`src/rtl/edubos5_rf_mp.sv`:
```
// eduBOS5 multi-port register file: NWR synchronous write ports, NRD combinational read ports,
// hardware clear sequencer, optional hardwired x0, write->read bypass and write-conflict flag.
module edubos5_rf_mp #(
  parameter int unsigned XLEN       = 32,
  parameter int unsigned NREGS      = 32,
  parameter int unsigned NRD        = 2,
  parameter int unsigned NWR        = 1,
  parameter bit          ZERO_X0    = 1'b1,
  parameter bit          BYPASS     = 1'b1,
  parameter bit          CLR_ON_RST = 1'b1,
  localparam int unsigned AW        = $clog2(NREGS)
) (
  input  logic                clk,
  input  logic                arst_n,
  input  logic                clr_req,
  output logic                clr_busy,
  input  logic [NWR-1:0]      wr_en,
  input  logic [NWR*AW-1:0]   wr_addr,
  input  logic [NWR*XLEN-1:0] wr_dat,
  input  logic [NRD*AW-1:0]   rd_addr,
  output logic [NRD*XLEN-1:0] rd_dat,
  output logic                wr_conflict
);

  typedef enum logic {ST_IDLE, ST_CLEAR} state_t;

  state_t          state_q, state_d;
  logic [AW-1:0]   clr_idx_q, clr_idx_d;
  logic            clr_busy_d;
  logic            wr_conflict_d;
  logic            conflict_c;
  logic [NWR-1:0]  wr_ok;

  logic [XLEN-1:0] rf [NREGS];
  logic [AW-1:0]   wa [NWR];
  logic [XLEN-1:0] wd [NWR];

  function automatic logic in_range(input logic [AW-1:0] a);
    return 32'(a) < NREGS;
  endfunction

  for (genvar p = 0; p < NWR; p++) begin : g_wr_unpack
    assign wa[p] = wr_addr[p*AW +: AW];
    assign wd[p] = wr_dat[p*XLEN +: XLEN];
  end

  // A port write takes effect only in IDLE and only to a real, writable register
  always_comb begin
    wr_ok = '0;
    for (int p = 0; p < NWR; p++) begin
      wr_ok[p] = wr_en[p] && (state_q == ST_IDLE) && in_range(wa[p])
                 && !(ZERO_X0 && (wa[p] == '0));
    end
  end

  // Two or more effective writes to the same register this cycle
  always_comb begin
    conflict_c = 1'b0;
    for (int p = 0; p < NWR; p++) begin
      for (int q = p + 1; q < NWR; q++) begin
        if (wr_ok[p] && wr_ok[q] && (wa[p] == wa[q])) conflict_c = 1'b1;
      end
    end
  end

  // Next-state and registered-output logic
  always_comb begin
    state_d       = state_q;
    clr_idx_d     = clr_idx_q;
    clr_busy_d    = clr_busy;
    wr_conflict_d = 1'b0;
    case (state_q)
      ST_IDLE: begin
        wr_conflict_d = conflict_c;
        if (clr_req) begin
          state_d    = ST_CLEAR;
          clr_idx_d  = '0;
          clr_busy_d = 1'b1;
        end
      end
      ST_CLEAR: begin
        clr_idx_d = clr_idx_q + AW'(1);
        if (clr_idx_q == AW'(NREGS - 1)) begin
          state_d    = ST_IDLE;
          clr_idx_d  = '0;
          clr_busy_d = 1'b0;
        end
      end
      default: begin
        state_d    = ST_IDLE;
        clr_busy_d = 1'b0;
      end
    endcase
  end

  always_ff @(posedge clk or negedge arst_n) begin
    if (!arst_n) begin
      state_q     <= CLR_ON_RST ? ST_CLEAR : ST_IDLE;
      clr_idx_q   <= '0;
      clr_busy    <= CLR_ON_RST;
      wr_conflict <= 1'b0;
    end else begin
      state_q     <= state_d;
      clr_idx_q   <= clr_idx_d;
      clr_busy    <= clr_busy_d;
      wr_conflict <= wr_conflict_d;
    end
  end

  // Storage has no reset; later ports override earlier ones on an address clash
  always_ff @(posedge clk) begin
    if (state_q == ST_CLEAR) begin
      rf[clr_idx_q] <= '0;
    end else begin
      for (int p = 0; p < NWR; p++) begin
        if (wr_ok[p]) rf[wa[p]] <= wd[p];
      end
    end
  end

  for (genvar r = 0; r < NRD; r++) begin : g_rd
    logic [AW-1:0]   ra;
    logic [XLEN-1:0] val;

    assign ra = rd_addr[r*AW +: AW];

    // Reads are zero while clearing, for x0 and for out-of-range addresses
    always_comb begin
      val = '0;
      if ((state_q == ST_IDLE) && in_range(ra) && !(ZERO_X0 && (ra == '0))) begin
        val = rf[ra];
        if (BYPASS) begin
          for (int p = 0; p < NWR; p++) begin
            if (wr_ok[p] && (wa[p] == ra)) val = wd[p];
          end
        end
      end
    end

    assign rd_dat[r*XLEN +: XLEN] = val;
  end

endmodule

```
`config.mk`:
```
export PLATFORM = sky130hd
export DESIGN_NAME = edubos5_rf_mp
export DESIGN_NICKNAME = d
export VERILOG_FILES = /design/src/rtl/edubos5_rf_mp.sv
export SDC_FILE = /design/constraint.sdc
export NUM_CORES = 1
export LEC_CHECK = 0
export BUFFER_PORTS_ARGS = -buffer_cell sky130_fd_sc_hd__buf_2
export CORE_AREA = 2 2 234 467
export CTS_BUF_LIST = sky130_fd_sc_hd__clkbuf_16
export CTS_CLUSTER_SIZE = 16
export DETAILED_ROUTE_END_ITERATION = 7
export DIE_AREA = 0 0 236 469
export SKIP_CTS_REPAIR_TIMING = 1
export SLEW_MARGIN = 20
export SYNTH_ARGS = -nofsm -noshare
export SYNTH_HDL_FRONTEND = slang
export SYNTH_SLANG_ARGS = --single-unit
```
`constraint.sdc`:
```
create_clock -name clk -period 3.6 [get_ports clk]
set_clock_uncertainty 0.15 [all_clocks]
set_input_delay 0.72 -clock clk [delete_from_list [all_inputs] [get_ports clk]]
set_output_delay 0.72 -clock clk [all_outputs]
set_load 0.05 [all_outputs]
```
**Yosys cells after proc, flatten, opt, wreduce, memory -nomap -nowiden**

Memory sizes are Yosys's and may differ from the RTL's.
Cells that the tools add are included.

- Add/subtract/negate cells: 1
- Multipliers: 0
- Divide/modulo/power cells: 0
- Magnitude comparators: 0
- Equal/unequal tests: 5
- Shift operators: 0
- Multiplexer cells: 21
- Bitwise logic cells: 1
- Reductions and logical operators: 14

Operator list:

| kind | count |
|---|---|
| two-way mux 32 bit | 5 |
| OR reduction 32 bit | 1 |
| zero test 5 bit | 3 |
| two-way mux 5 bit | 3 |
| equality test 5 bit | 2 |
| two-way mux 1 bit | 10 |
| one-hot mux 5 bit (2 select lines) | 1 |
| logical AND 1 bit | 6 |
| adder 5 x 1 -> 5 bit (second input constant) | 1 |
| equality test 5 bit (second input constant) | 1 |
| one-hot mux 1 bit (2 select lines) | 2 |
| zero test 1 bit | 3 |
| != test 2 x 1 -> 1 bit (second input constant) | 1 |
| != test 2 bit (second input constant) | 1 |
| AND reduction 2 bit | 1 |
| inverter 1 bit | 1 |

- Bits in registers: 7
- Bits in latches: 0
- RAM bits: 1024
- Memory bits (read-only): 0
- Input bits: 51
- Output and inout bits: 66
- Logic and storage cells: 46
- Memories: 1

Memory list:

| memory | words | width | read ports | clocked after memory_dff | wr ports | RTL line | text |
|---|---|---|---|---|---|---|---|
| rf | 32 | 32 | 2 | 0 | 1 | 34 | `logic [XLEN-1:0] rf [NREGS];` |

**Longest topological paths before layout**

- Depth in word-level cells: 8
- Gate-level depth with buffers: 9
- Mapped depth without buffers: 5

**Least setup slack after synthesis**

Ideal clock, no wire load.

- Path type: input-to-reg
- From: in wr_addr[0]
- To: mem rf[0][0] (enable)
- Library setup time: 0.421 ns
- Data arrival time: 3.319 ns
- Data required time: 3.029 ns
- Slack: -0.290 ns
- Stages on the path: 6
- Path buffers: 2
- Cells stage by stage: buf_2 -> o41ai_2 -> buf_4 -> mux2i_1 -> nand3_1 -> nor2_1

- Longest elaborated chain between the ends: 8

RTL lines:

| item | RTL line | text |
|---|---|---|
| start, declared | 18 | `input logic [NWR*AW-1:0] wr_addr,` |
| zero test 5 bit | 52 | `&& !(ZERO_X0 && (wa[p] == '0));` |
| zero test 1 bit | 52 |  |
| logical AND 1 bit | 52 |  |
| two-way mux 1 bit | 116 | `if (wr_ok[p]) rf[wa[p]] <= wd[p];` |
| two-way mux 1 bit | 112 | `if (state_q == ST_CLEAR) begin` |
| two-way mux 1 bit (not written as such) | 116 |  |
| OR reduction 32 bit (no source line) | -- |  |
| two-way mux 5 bit (no source line) or two-way mux 1 bit (tied branches) | -- |  |
| end, declared | 34 |  |

Parallel ways exist; a longest one is shown, timed or not.

**Worst setup path in the final report**

- From: in wr_addr[1]
- To: out rd_dat[30]

- Longest elaborated chain between the ends: 6

RTL lines:

| item | RTL line | text |
|---|---|---|
| zero test 5 bit | 52 |  |
| zero test 1 bit | 52 |  |
| logical AND 1 bit | 52 |  |
| logical AND 1 bit (*) | 134 | `if (wr_ok[p] && (wa[p] == ra)) val = wd[p];` |
| two-way mux 32 bit (*) | 134 |  |
| two-way mux 32 bit (*) | 130 | `if ((state_q == ST_IDLE) && in_range(ra) && !(ZERO_X0 && (ra == '0))) begin` |
| end, declared | 21 | `output logic [NRD*XLEN-1:0] rd_dat,` |

Mark *: on every way between the ends. The rest lies on a longest branch, timed or not.

==> summary.txt <==
Largest net degree at the start of global routing -> 63
Clock power frac -> 28.4%
Critical path's most frequent cell -> buf_12
Avg Cell Area, Syn -> 17.97 um^2
Hold path startpoint -> clr_req
Full die area -> 110700 um^2
Reg-to-reg endpoint -> rf[28][9]$_DFFE_PP_
Synthesis-stage register bit count -> 1031
Final Max Slew Viols -> 0
Final setup viols -> 43
CP peak stage delay -> 0.38 ns
Max-cap viol count -> 0
Psw -> 10.56 mW
Flop2flop setup slack -> 0.64 ns
R2R depth -> 8
Critical Path RT -> 2.73 ns
Slew headroom -> 26.72%
Hold-critical path depth -> 3
Internal -> 23.49 mW
CP endpoint kind -> output port
TritonRoute pass-1 iters -> 5
Status -> complete, but fails checks
Final min period -> 3.727 ns
Starting DRT DRC Count -> 3080
RR Startpoint -> state_q$_DFF_PN1_
Vias -> 31480
Critical path's top delay family -> buffers and inverters
Synth async-reset ratio -> 0.6790%
Peak Freq -> 268.3 MHz
Worst-path clk slew -> 0.07 ns
P&R area growth vs syn -> 21.87%
Startpoint types -> input port
Hold endpoint -> state_q$_DFF_PN1_
Static Leakage -> 20.97 nW
Critical path class -> input port to output port
Die width -> 236 um
Hold WC Path Type -> input port to register
Nets -> 3185
Vias in the first global route -> 32826
Combinational share of power -> 25.3%
Hold Vio Cnt, Final -> 0
Failing checks -> setup timing
Register area share after synthesis -> 63.06%
Initial antenna violation count -> 10
Layout cells sized above 1 -> 37.06%
P per Cell Area -> 569.7 nW/um^2
CTS Buffer Depth -> 3
CP cell instances -> clkbuf_4 -> xnor2_2 -> nand3_2 -> o311ai_4 -> buf_6 -> buf_12 -> buf_12 -> a21oi_1 -> a211o_1 -> buf_2
Maximum VDD drop -> 362.2 uV
RSZ-0062 raised after global routing -> yes
I/O pin cnt -> 117
Wire per inst -> 36.97 um
Register share of total power -> 46.3%
DRC Markers -> 0
Die extent in y -> 469 um
EDFF count, synth -> 1024
Final hold slack -> 0.1384 ns
Critical path fanouts, max -> 8
Switching share of total power -> 31.00%
CTS H-tree depth -> 3
Crit-path slowest cell -> o311ai_4
Yosys warning count -> 0
CORE AREA -> 107000 um^2
Mapped Area -> 49040 um^2
Post-route ant nets -> 0
PnR worst setup slack -> -0.1265 ns
Tcrit/Tclk final -> 103.5%
PortBufs -> 115
GRT overflow -> 0
Dpl hpwl -> 106.6 mm
Worst slew pin tran -> 1.096 ns
Root buf cell -> clkbuf_16
Num Clock Sinks -> 1031
Post-synth cell types -> 51
Ys flop type -> edfxtp_1
Synthesized instance count -> 2729
Number of placed cells counting well taps -> 4353
Initial Util -> 45.84%
TritonCTS buffer count -> 91
Clk_lat worst skew -> 0.69 ns
Rows -> 170
Commonest non-fill, non-tap cell in the layout -> edfxtp_1
CP Buf/Inv Count -> 5
Syn_nets -> 2782
First-pass GRT wire length -> 230.7 mm
Routability Congestion -> 0.8672
Final non-filler cell total -> 4588
Commonest non-fill, non-tap cells in the layout -> edfxtp_1 (1024), mux4_2 (352), mux2i_1 (347), buf_4 (263), buf_12 (134)
CTS tree -> yes
Via/cell ratio -> 6.861
Gr usage total -> 29.57%
Arrival @ worst endpoint -> 2.86 ns
Final WL -> 169.6 mm
cell families after synthesis:
group           synth area share (%)
other cells                 0.007647
compound gates                 9.004
buf+inv                        2.495
flops                          63.06
mux                            23.39
simple gates                   1.771
xor+xnor                      0.2143
fa+ha+maj                    0.05102
layout make-up:
class                   count  area [um^2]
clock buffers              93         2327
diodes                      4        10.01
clock inverters            76        545.5
flip-flops and latches   1031        30930
multi-input cells        1461        17810
well taps                1376         1722
repair buffers            541         6396
inverters                   6        27.53
fillers                  8169        47230
cell usage after synthesis (2+ instances only):
library cell,instances,area share (%)
a221o_1,32,0.65
a211oi_1,64,0.98
a31oi_1,2,0.026
nand3_1,11,0.11
buf_1,5,0.038
o22ai_1,2,0.026
xnor2_1,11,0.20
buf_4,26,0.40
o21bai_1,64,0.98
and3_1,2,0.026
o21ai_0,38,0.39
dfrtp_1,5,0.26
nor2_1,38,0.29
a21oi_1,64,0.65
clkbuf_1,91,0.70
nand2_1,44,0.34
and2_1,33,0.42
buf_6,14,0.32
nor3_1,4,0.041
a221oi_2,7,0.21
nor2b_1,37,0.47
edfxtp_1,1024,63
mux4_2,352,16
a211o_1,32,0.57
ha_1,2,0.051
a221oi_1,153,2.7
buf_2,93,0.95
inv_1,5,0.038
a22o_1,2,0.036
o41ai_2,2,0.066
a22oi_1,97,1.5
mux2i_1,353,7.2
dfstp_2,2,0.11
worst register-to-register path, stage by stage (launching register included):
cell	delay, ns
dfstp_2	0.40
nor2b_4	0.14
o41ai_4	0.13
buf_4	0.18
and3_1	0.19
a31oi_2	0.84
buf_4	0.30
nor2_4	0.06
buf_4	0.26
per-layer routing:
layer | routed length, um | vias up | global-route usage [%]
met1 | 56150 | 16591 | 32.04
li1 | - | 12581 | -
met2 | 88380 | 1708 | 53.36
met5 | 45 | - | 0
met3 | 10900 | 594 | 4.104
met4 | 14130 | 6 | 20.68
how the worst max path moves through the flow:
stage	slack, ns	start	depth (start not counted)	end
2_1_floorplan	-0.29	wr_addr[0]	6	rf[0][0]$_DFFE_PP_
3_3_place_gp	-0.22	rd_addr[0]	8	rd_dat[30]
3_5_place_dp	-0.22	rd_addr[0]	8	rd_dat[30]
4_1_cts	-0.33	state_q$_DFF_PN1_	10	rd_dat[35]
5_1_grt	-0.15	state_q$_DFF_PN1_	9	rd_dat[30]
6_report	-0.13	wr_addr[1]	10	rd_dat[30]
metrics by stage:
stage / cell area, um^2 / TNS, ns / worst slack, ns / utilization (%) / total power [mW]
2_1_floorplan: 49070 / -169.28 / -0.2901 / - / 19.96
5_1_grt: 59760 / -2.624 / -0.1459 / 55.85 / 34.91
4_1_cts: 57990 / -12.36 / -0.3284 / 54.20 / 33.52
3_5_place_dp: 55120 / -5.379 / -0.2165 / 51.52 / 23.96
3_3_place_gp: 55110 / -5.614 / -0.2232 / 51.51 / 23.73
6_report: 59760 / -1.737 / -0.1265 / 55.86 / 34.05
power groups by stage:
| stage | sequential, mW | combinational, mW | clock (mW) |
|---|---|---|---|
| after floorplan | 15.8 | 4.18 | 0 |
| after global placement | 15.8 | 7.89 | 0 |
| after detailed placement | 16.0 | 7.99 | 0 |
| after CTS | 15.7 | 8.01 | 9.80 |
| after global routing | 15.8 | 8.88 | 10.2 |
| final | 15.7 | 8.63 | 9.67 |
state kept, by name, summed over array words and instances, names as in the netlist:
signal / flops
clr_busy: 1
clr_idx_q: 5
rf: 1024
state_q: 1
(Power assumes the default switching activity.)
